<file path="config.mk">
export PLATFORM = sky130hd
export DESIGN_NAME = round_sequencer_flat
export DESIGN_NICKNAME = d
export VERILOG_FILES = /design/src/rtl/round_sequencer_if.sv /design/src/rtl/round_sequencer.sv /design/src/flat_wrapper.sv
export SDC_FILE = /design/constraint.sdc
export NUM_CORES = 1
export LEC_CHECK = 0
export BUFFER_PORTS_ARGS = -buffer_cell sky130_fd_sc_hd__buf_2
export CAP_MARGIN = 20
export CORE_UTILIZATION = 50
export CTS_CLUSTER_DIAMETER = 100
export DETAILED_ROUTE_END_ITERATION = 16
export PLACE_DENSITY = 0.77
export SYNTH_ARGS = -nofsm -noshare
export SYNTH_HDL_FRONTEND = slang
export SYNTH_SLANG_ARGS = --single-unit
</file>
<file path="constraint.sdc">
create_clock -name clk -period 2.1 [get_ports clk]
set_clock_uncertainty 0.1 [all_clocks]
set_input_delay 0.21 -clock clk [delete_from_list [all_inputs] [get_ports clk]]
set_output_delay 0.21 -clock clk [all_outputs]
set_load 0.01 [all_outputs]
</file>
<file path="src/rtl/round_sequencer_if.sv">
// Bundle of control pulses, timer handshake and display outputs for round_sequencer.
// The master side drives the pulse inputs and timer_end; the slave side is the sequencer.
interface round_sequencer_if #(
   parameter int NUM_ROUNDS = 5,
   parameter int SCORE_W    = 8
);
   localparam int RW = $clog2(NUM_ROUNDS + 1);

   logic               start;
   logic               pause;
   logic               hit;
   logic               timer_end;
   logic               timer_reset;
   logic               timer_enable;
   logic [RW-1:0]      round;
   logic [SCORE_W-1:0] score;
   logic               running;
   logic               game_over;
   logic [SCORE_W-1:0] high_score;

   modport master (
      output start, pause, hit, timer_end,
      input  timer_reset, timer_enable, round, score, running, game_over, high_score
   );

   modport slave (
      input  start, pause, hit, timer_end,
      output timer_reset, timer_enable, round, score, running, game_over, high_score
   );
endinterface

</file>
<file path="src/rtl/round_sequencer.sv">
// Game-round controller: sequences a countdown timer through NUM_ROUNDS rounds and keeps a saturating score.
// Optional best-game tracking is enabled by defining HIGH_SCORE_EN; otherwise high_score is tied to 0.
module round_sequencer #(
   parameter int NUM_ROUNDS = 5,
   parameter int SCORE_W    = 8
) (
   input  logic             clk,
   input  logic             rst_n,
   round_sequencer_if.slave bus
);
   localparam int RW = $clog2(NUM_ROUNDS + 1);
   localparam logic [RW-1:0] LAST_ROUND = RW'(NUM_ROUNDS - 1);

   typedef enum logic [2:0] {
      S_IDLE,
      S_LOAD,
      S_RUN,
      S_PAUSED,
      S_ROUND_END,
      S_DONE
   } state_t;

   state_t             state_q;
   state_t             state_d;
   logic [RW-1:0]      round_q;
   logic [SCORE_W-1:0] score_q;
   logic [SCORE_W-1:0] score_inc_d;
   logic               timer_reset_q;
   logic               timer_enable_q;
   logic               running_q;
   logic               game_over_q;
   logic               last_round;
   logic               begin_game;

   assign last_round  = (round_q == LAST_ROUND);
   assign begin_game  = ((state_q == S_IDLE) || (state_q == S_DONE)) && bus.start;
   assign score_inc_d = (score_q == {SCORE_W{1'b1}}) ? score_q : score_q + SCORE_W'(1);

   // timer_end outranks pause so a round can never be lost to a simultaneous pause
   always_comb begin
      state_d = state_q;
      case (state_q)
         S_IDLE:      if (bus.start) state_d = S_LOAD;
         S_LOAD:      state_d = S_RUN;
         S_RUN: begin
            if (bus.timer_end)  state_d = S_ROUND_END;
            else if (bus.pause) state_d = S_PAUSED;
         end
         S_PAUSED:    if (bus.pause) state_d = S_RUN;
         S_ROUND_END: state_d = last_round ? S_DONE : S_LOAD;
         S_DONE:      if (bus.start) state_d = S_LOAD;
         default:     state_d = S_IDLE;
      endcase
   end

   // Outputs are decoded from the next state so they change on the same edge as the state
   always_ff @(posedge clk or negedge rst_n) begin
      if (!rst_n) begin
         state_q        <= S_IDLE;
         round_q        <= '0;
         score_q        <= '0;
         timer_reset_q  <= 1'b1;
         timer_enable_q <= 1'b0;
         running_q      <= 1'b0;
         game_over_q    <= 1'b0;
      end else begin
         state_q        <= state_d;
         timer_reset_q  <= (state_d == S_IDLE) || (state_d == S_LOAD) || (state_d == S_DONE);
         timer_enable_q <= (state_d == S_RUN);
         running_q      <= (state_d == S_RUN);
         game_over_q    <= (state_d == S_DONE);

         if (begin_game) begin
            round_q <= '0;
            score_q <= '0;
         end else begin
            if ((state_q == S_RUN) && bus.hit)
               score_q <= score_inc_d;
            if ((state_q == S_ROUND_END) && !last_round)
               round_q <= round_q + RW'(1);
         end
      end
   end

`ifdef HIGH_SCORE_EN
   logic [SCORE_W-1:0] high_score_q;

   // Score is frozen in ROUND_END, so the final value is compared on entry to DONE
   always_ff @(posedge clk or negedge rst_n) begin
      if (!rst_n) begin
         high_score_q <= '0;
      end else if ((state_q == S_ROUND_END) && last_round && (score_q > high_score_q)) begin
         high_score_q <= score_q;
      end
   end

   assign bus.high_score = high_score_q;
`else
   assign bus.high_score = '0;
`endif

   assign bus.timer_reset  = timer_reset_q;
   assign bus.timer_enable = timer_enable_q;
   assign bus.round        = round_q;
   assign bus.score        = score_q;
   assign bus.running      = running_q;
   assign bus.game_over    = game_over_q;
endmodule

</file>
<file path="src/flat_wrapper.sv">
// flat-port wrapper written by rule: the top's interface ports become plain ports
module round_sequencer_flat 
#(
   parameter int NUM_ROUNDS = 5,
   parameter int SCORE_W    = 8
)
  (clk, rst_n, bus_start, bus_pause, bus_hit, bus_timer_end, bus_timer_reset, bus_timer_enable, bus_round, bus_score, bus_running, bus_game_over, bus_high_score);
  round_sequencer_if #(.NUM_ROUNDS(NUM_ROUNDS), .SCORE_W(SCORE_W)) bus_i ();
  input  logic clk;
  input  logic rst_n;
  input wire logic [$bits(bus_i.start)-1:0] bus_start;
  input wire logic [$bits(bus_i.pause)-1:0] bus_pause;
  input wire logic [$bits(bus_i.hit)-1:0] bus_hit;
  input wire logic [$bits(bus_i.timer_end)-1:0] bus_timer_end;
  output wire logic [$bits(bus_i.timer_reset)-1:0] bus_timer_reset;
  output wire logic [$bits(bus_i.timer_enable)-1:0] bus_timer_enable;
  output wire logic [$bits(bus_i.round)-1:0] bus_round;
  output wire logic [$bits(bus_i.score)-1:0] bus_score;
  output wire logic [$bits(bus_i.running)-1:0] bus_running;
  output wire logic [$bits(bus_i.game_over)-1:0] bus_game_over;
  output wire logic [$bits(bus_i.high_score)-1:0] bus_high_score;
  assign bus_i.start = bus_start;
  assign bus_i.pause = bus_pause;
  assign bus_i.hit = bus_hit;
  assign bus_i.timer_end = bus_timer_end;
  assign bus_timer_reset = bus_i.timer_reset;
  assign bus_timer_enable = bus_i.timer_enable;
  assign bus_round = bus_i.round;
  assign bus_score = bus_i.score;
  assign bus_running = bus_i.running;
  assign bus_game_over = bus_i.game_over;
  assign bus_high_score = bus_i.high_score;
  round_sequencer #(.NUM_ROUNDS(NUM_ROUNDS), .SCORE_W(SCORE_W)) u_core (.clk(clk), .rst_n(rst_n), .bus(bus_i));
endmodule
</file>
### Yosys cells after proc, flatten, opt, wreduce, memory -nomap -nowiden

Index checks and enable logic that the tools add are counted.

| word-level totals | value |
|---|---|
| bits in registers | 17 |
| input bits | 6 |
| output and inout bits | 23 |
| word-level logic and storage cells | 43 |

| operators by class | value |
|---|---|
| add/sub/neg operators | 2 |
| equal/unequal tests | 11 |
| mux-type cells | 11 |
| reductions and logical operators | 13 |

Operators with widths:

| kind | count |
|---|---|
| $mux 8 | 3 |
| $mux 3 | 7 |
| $pmux 3 s5 | 1 |
| $eq 3x3->1 const B | 4 |
| $eq 3x2->1 const B | 3 |
| $add 8x1->8 const B | 1 |
| $eq 8x8->1 const B | 1 |
| $eq 3x1->1 const B | 2 |
| $logic_not 3->1 | 2 |
| $reduce_bool 2->1 | 2 |
| $add 3x1->3 const B | 1 |
| $logic_and 1x1->1 | 3 |
| $logic_or 1x1->1 | 3 |
| $ne 2x1->1 const B | 1 |
| $reduce_and 2->1 | 1 |
| $reduce_or 2->1 | 1 |
| $logic_not 1->1 | 1 |

### Longest topological paths before layout

| logic depth | value |
|---|---|
| word-level depth | 6 |
| depth in mapped cells | 5 |
| depth with buffers taken out | 5 |

### Least setup slack after synthesis

Ideal clock, no wire load.

| path | value |
|---|---|
| kind | flip-flop to flip-flop |
| start point | register u_core.score_q[0] (netlist: u_core.bus.score[0]) |
| end point | register u_core.score_q[5] (netlist: u_core.bus.score[5]) |
| library setup time | 79 ps |
| data arrival time | 1436 ps |
| required time | 1921 ps |
| path slack | 485 ps |
| stages on the path, launching flop included | 5 |
| path buffers | 0 |
| clock period less this slack | 1615 ps |
| cell sequence | dfrtp_1 ha_1 and4_1 nor4b_1 mux2i_1 |

| on the way | value |
|---|---|
| word-level cells in the longest chain between the ends | 4 |
| elaborated cells on any way between the ends | 7 |
| those cells by class | add/sub (1); eq/ne (2); mux (3); reduce/logical (1) |

Ends and longest elaborated chain:

| what | line | text |
|---|---|---|
| start, declared | round_sequencer.sv:26 | `logic [SCORE_W-1:0] score_q;` |
| start signal, assigned | round_sequencer.sv:78 | `score_q <= score_inc_d;` |
| $add 8x1->8 | round_sequencer.sv:37 | `assign score_inc_d = (score_q == {SCORE_W{1'b1}}) ? score_q : score_q + SCORE_W'(1);` |
| $mux 8 | round_sequencer.sv:37 |  |
| $mux 8 | round_sequencer.sv:77 | `if ((state_q == S_RUN) && bus.hit)` |
| $mux 8 | round_sequencer.sv:73 | `if (begin_game) begin` |

Several ways; a longest one is shown, not always the timed one. The select of a mux whose other input is x is not followed.
A chain may end at the register's enable or synchronous reset.

### Worst setup path in the final report

| path | value |
|---|---|
| start point | register u_core.score_q[0] (netlist: u_core.bus.score[0]) |
| end point | register u_core.score_q[1] (netlist: u_core.bus.score[1]) |

Same word-level chain as after synthesis.

==> flow_metrics.tcl <==
set metrics [dict create \
    yosys.area_share.simple_pct 21.07 \
    synth_mux_area_share_pct 3.898 \
    row_count 16 \
    clkTransAtPathRegs_ns 0.10 \
    diodes 0 \
    post-route-period-util_pct 81.50 \
    clock_latency_ns 0.30 \
    layout_commonest_cell "buf_2" \
    coreArea_um2 1942 \
    first_global_vias 704 \
    tns_ns 0 \
    dieHeight_um 47.33 \
    synth_cells 102 \
    finalHoldViolCount 0 \
    num_io_pins 29 \
    cts_hold_buf 1 \
    min_path_type "in2reg" \
    place_ws_ns 0.4202 \
    mostFrequentLayoutCells "buf_2 (20), dfrtp_1 (16), o21ai_0 (10), conb_1 (8), inv_1 (7)" \
    yosys.area_share.adder_pct 3.654 \
    p_per_area_nw_per_um2 1011 \
    grt_max_degree 18 \
    start_kind "flip-flop" \
    numPortBuffers 20 \
    first_iter_violations 6 \
    cts_buffers 3 \
    synth.avg_cell_area_um2 10.07 \
    wl_per_cell_um 12.40 \
    fill_cells 191 \
    fmax_mhz 584.3 \
    synth_top_family_by_area "simple AND/OR/NAND/NOR gates" \
    crit_type "reg2reg" \
    firstDrtPassIters 4 \
    synth.top_cell.area_share_pct 38.98 \
    postCtsResizedCells 0 \
    htree_levels 1 \
    gp_congestion 0.8890 \
    p_leak_uw 0.0005384 \
    synth_flop_cell "dfrtp_1" \
    ys_types 38 \
    ys_ff_latch 17 \
    drcViolationCount 0 \
    synthesis.area_um2 1027 \
    min_period_ns 1.712 \
    synth_xor_area_share_pct 0.8526 \
    dp_hpwl_um 1368 \
    cts_tree "done" \
    dieArea_um2 2240 \
    postSynth.asyncResetShare_pct 100.0 \
    final_max_slew_viol_count 0 \
    peakVddDrop_mv 0.7069 \
    cts_setup_buffers 0 \
    viasPerCell 5.493 \
    synth.area.top_cells "dfrtp_1 (39%), buf_4 (7.3%), o21ai_0 (4.9%), mux2i_1 (3.9%), ha_1 (3.7%)" \
    cp-end-kind "flip-flop" \
    cts_sinks 17 \
    antenna_found_initial 0 \
    totalWireLength_um 1860 \
    arrival_ns 1.83 \
    die_w_um 47.33 \
    area_growth_pct 11.45 \
    initial_core_util_pct 52.90 \
    path_max_fanout 7 \
    max-clock-path-buffers 2 \
    ctsRootBufferMaster "clkbuf_4" \
    rsz0062_at_grt "false" \
    synth_compound_area_share_pct 18.27 \
    yosys_warnings 0 \
    drv_cap 0 \
    fin_nets 133 \
    grt_pass1_wl_um 2925 \
    status "complete, no violations" \
    drive_above_1_share_pct 22.76 \
    setup_viol_count_final 0 \
    synth-edff-count 0 \
    grt.total_usage_pct 18.86 \
    cp_data_required_time_ns 2.21 \
    seq_area_frac_synth_pct 41.53 \
    yosys.area.top_type "dfrtp_1" \
    setup_ws_ns 0.3884 \
    grt.overflow.total 0 \
    ant_nets 0 \
    vias 824 \
]
-- per-layer routing --
| metal | wire length (µm) | track usage, % | share of wire [%] |
|---|---|---|---|
| met1 | 858 | 25.12 | 46 |
| met2 | 910 | 29.59 | 49 |
| met5 | 0 | 0 | 0 |
| met4 | 29 | 8.571 | 1.6 |
| met3 | 61 | 3.462 | 3.3 |
-- where the power goes --
| part | switching, µW | internal, µW | leakage [µW] | total (µW) |
|---|---|---|---|---|
| clock | 106 | 70.9 | 0.0000177 | 177 |
| sequential | 118 | 415 | 0.000226 | 533 |
| combinational | 251 | 197 | 0.000294 | 448 |
-- per-stage QoR --
| step | instances | utilization (%) | area, µm² | total power (µW) | hold slack (ns) |
|---|---|---|---|---|---|
| after global placement | 145 | 57.02 | 1107 | 971.9 | 0.05515 |
| after CTS | 150 | 58.96 | 1145 | 1168 | 0.1066 |
| after global routing | 150 | 58.96 | 1145 | 1255 | 0.08770 |
| after detailed placement | 145 | 57.02 | 1107 | 990.2 | 0.05493 |
| after floorplan | 109 | - | 1054 | 879.8 | -0.1856 |
| final | 150 | 58.96 | 1145 | 1157 | 0.1134 |
-- kinds of logic after synthesis --
family,Yosys count
and+or+nand+nor,30
AOI/OAI and AO/OA,28
buffers and inverters,18
DFF,17
muxes,4
adders and majority gates,3
other,1
xor gates and xnor gates,1
-- sequential cells by signal, indices dropped and copies added (netlist names) --
register / cells
u_core.bus.game_over: 1
u_core.bus.timer_reset: 1
u_core.bus.round: 3
u_core.bus.score: 8
u_core.state_q: 3
u_core.bus.timer_enable: 1
-- worst max-delay path, stage by stage (launching register included) --
cell	delay [ns]
dfrtp_1	0.46
ha_1	0.31
nand3_1	0.15
o21ai_0	0.37
mux2i_1	0.24
-- synthesized netlist by cell type (2+ instances only) --
master	number
ha_1	3
nand4_1	2
a211oi_1	4
nor4_1	2
buf_4	10
a41oi_1	2
and2_1	2
nand3_1	6
mux2i_1	4
nor3_1	2
nor3b_1	2
and4_1	2
dfrtp_1	16
nand2b_1	2
a21oi_1	5
o21ai_0	10
inv_1	7
-- area by class of cell --
cell class                      count  area, µm²  area share (%)
Sequential cell                    17      426.7           37.27
Multi-Input combinational cell     74      520.5           45.46
Clock buffer                        3      22.52           1.967
Clock inverter                      1      5.005          0.4372
Timing Repair Buffer               21      110.1           9.618
Inverter                            7      26.28           2.295
Tap cell                           27      33.78           2.951
-- worst paths after layout --
path                       cells after the start                          endpoint  slack (ns)                            start
min reg2reg                                    1   u_core.bus.round[2]$_DFFE_PN0P_        0.47  u_core.bus.round[2]$_DFFE_PN0P_
max in group asynchronous                      2  u_core.bus.timer_reset$_DFF_PN1_        1.31                            rst_n
max reg2reg                                    4   u_core.bus.score[1]$_DFFE_PN0P_        0.39  u_core.bus.score[0]$_DFFE_PN0P_
max                                            4   u_core.bus.score[1]$_DFFE_PN0P_        0.39  u_core.bus.score[0]$_DFFE_PN0P_
min                                            2       u_core.state_q[2]$_DFF_PN0_        0.11                    bus_timer_end
min in group asynchronous                      2   u_core.bus.score[6]$_DFFE_PN0P_        0.28                            rst_n
(Power assumes the default switching activity.)
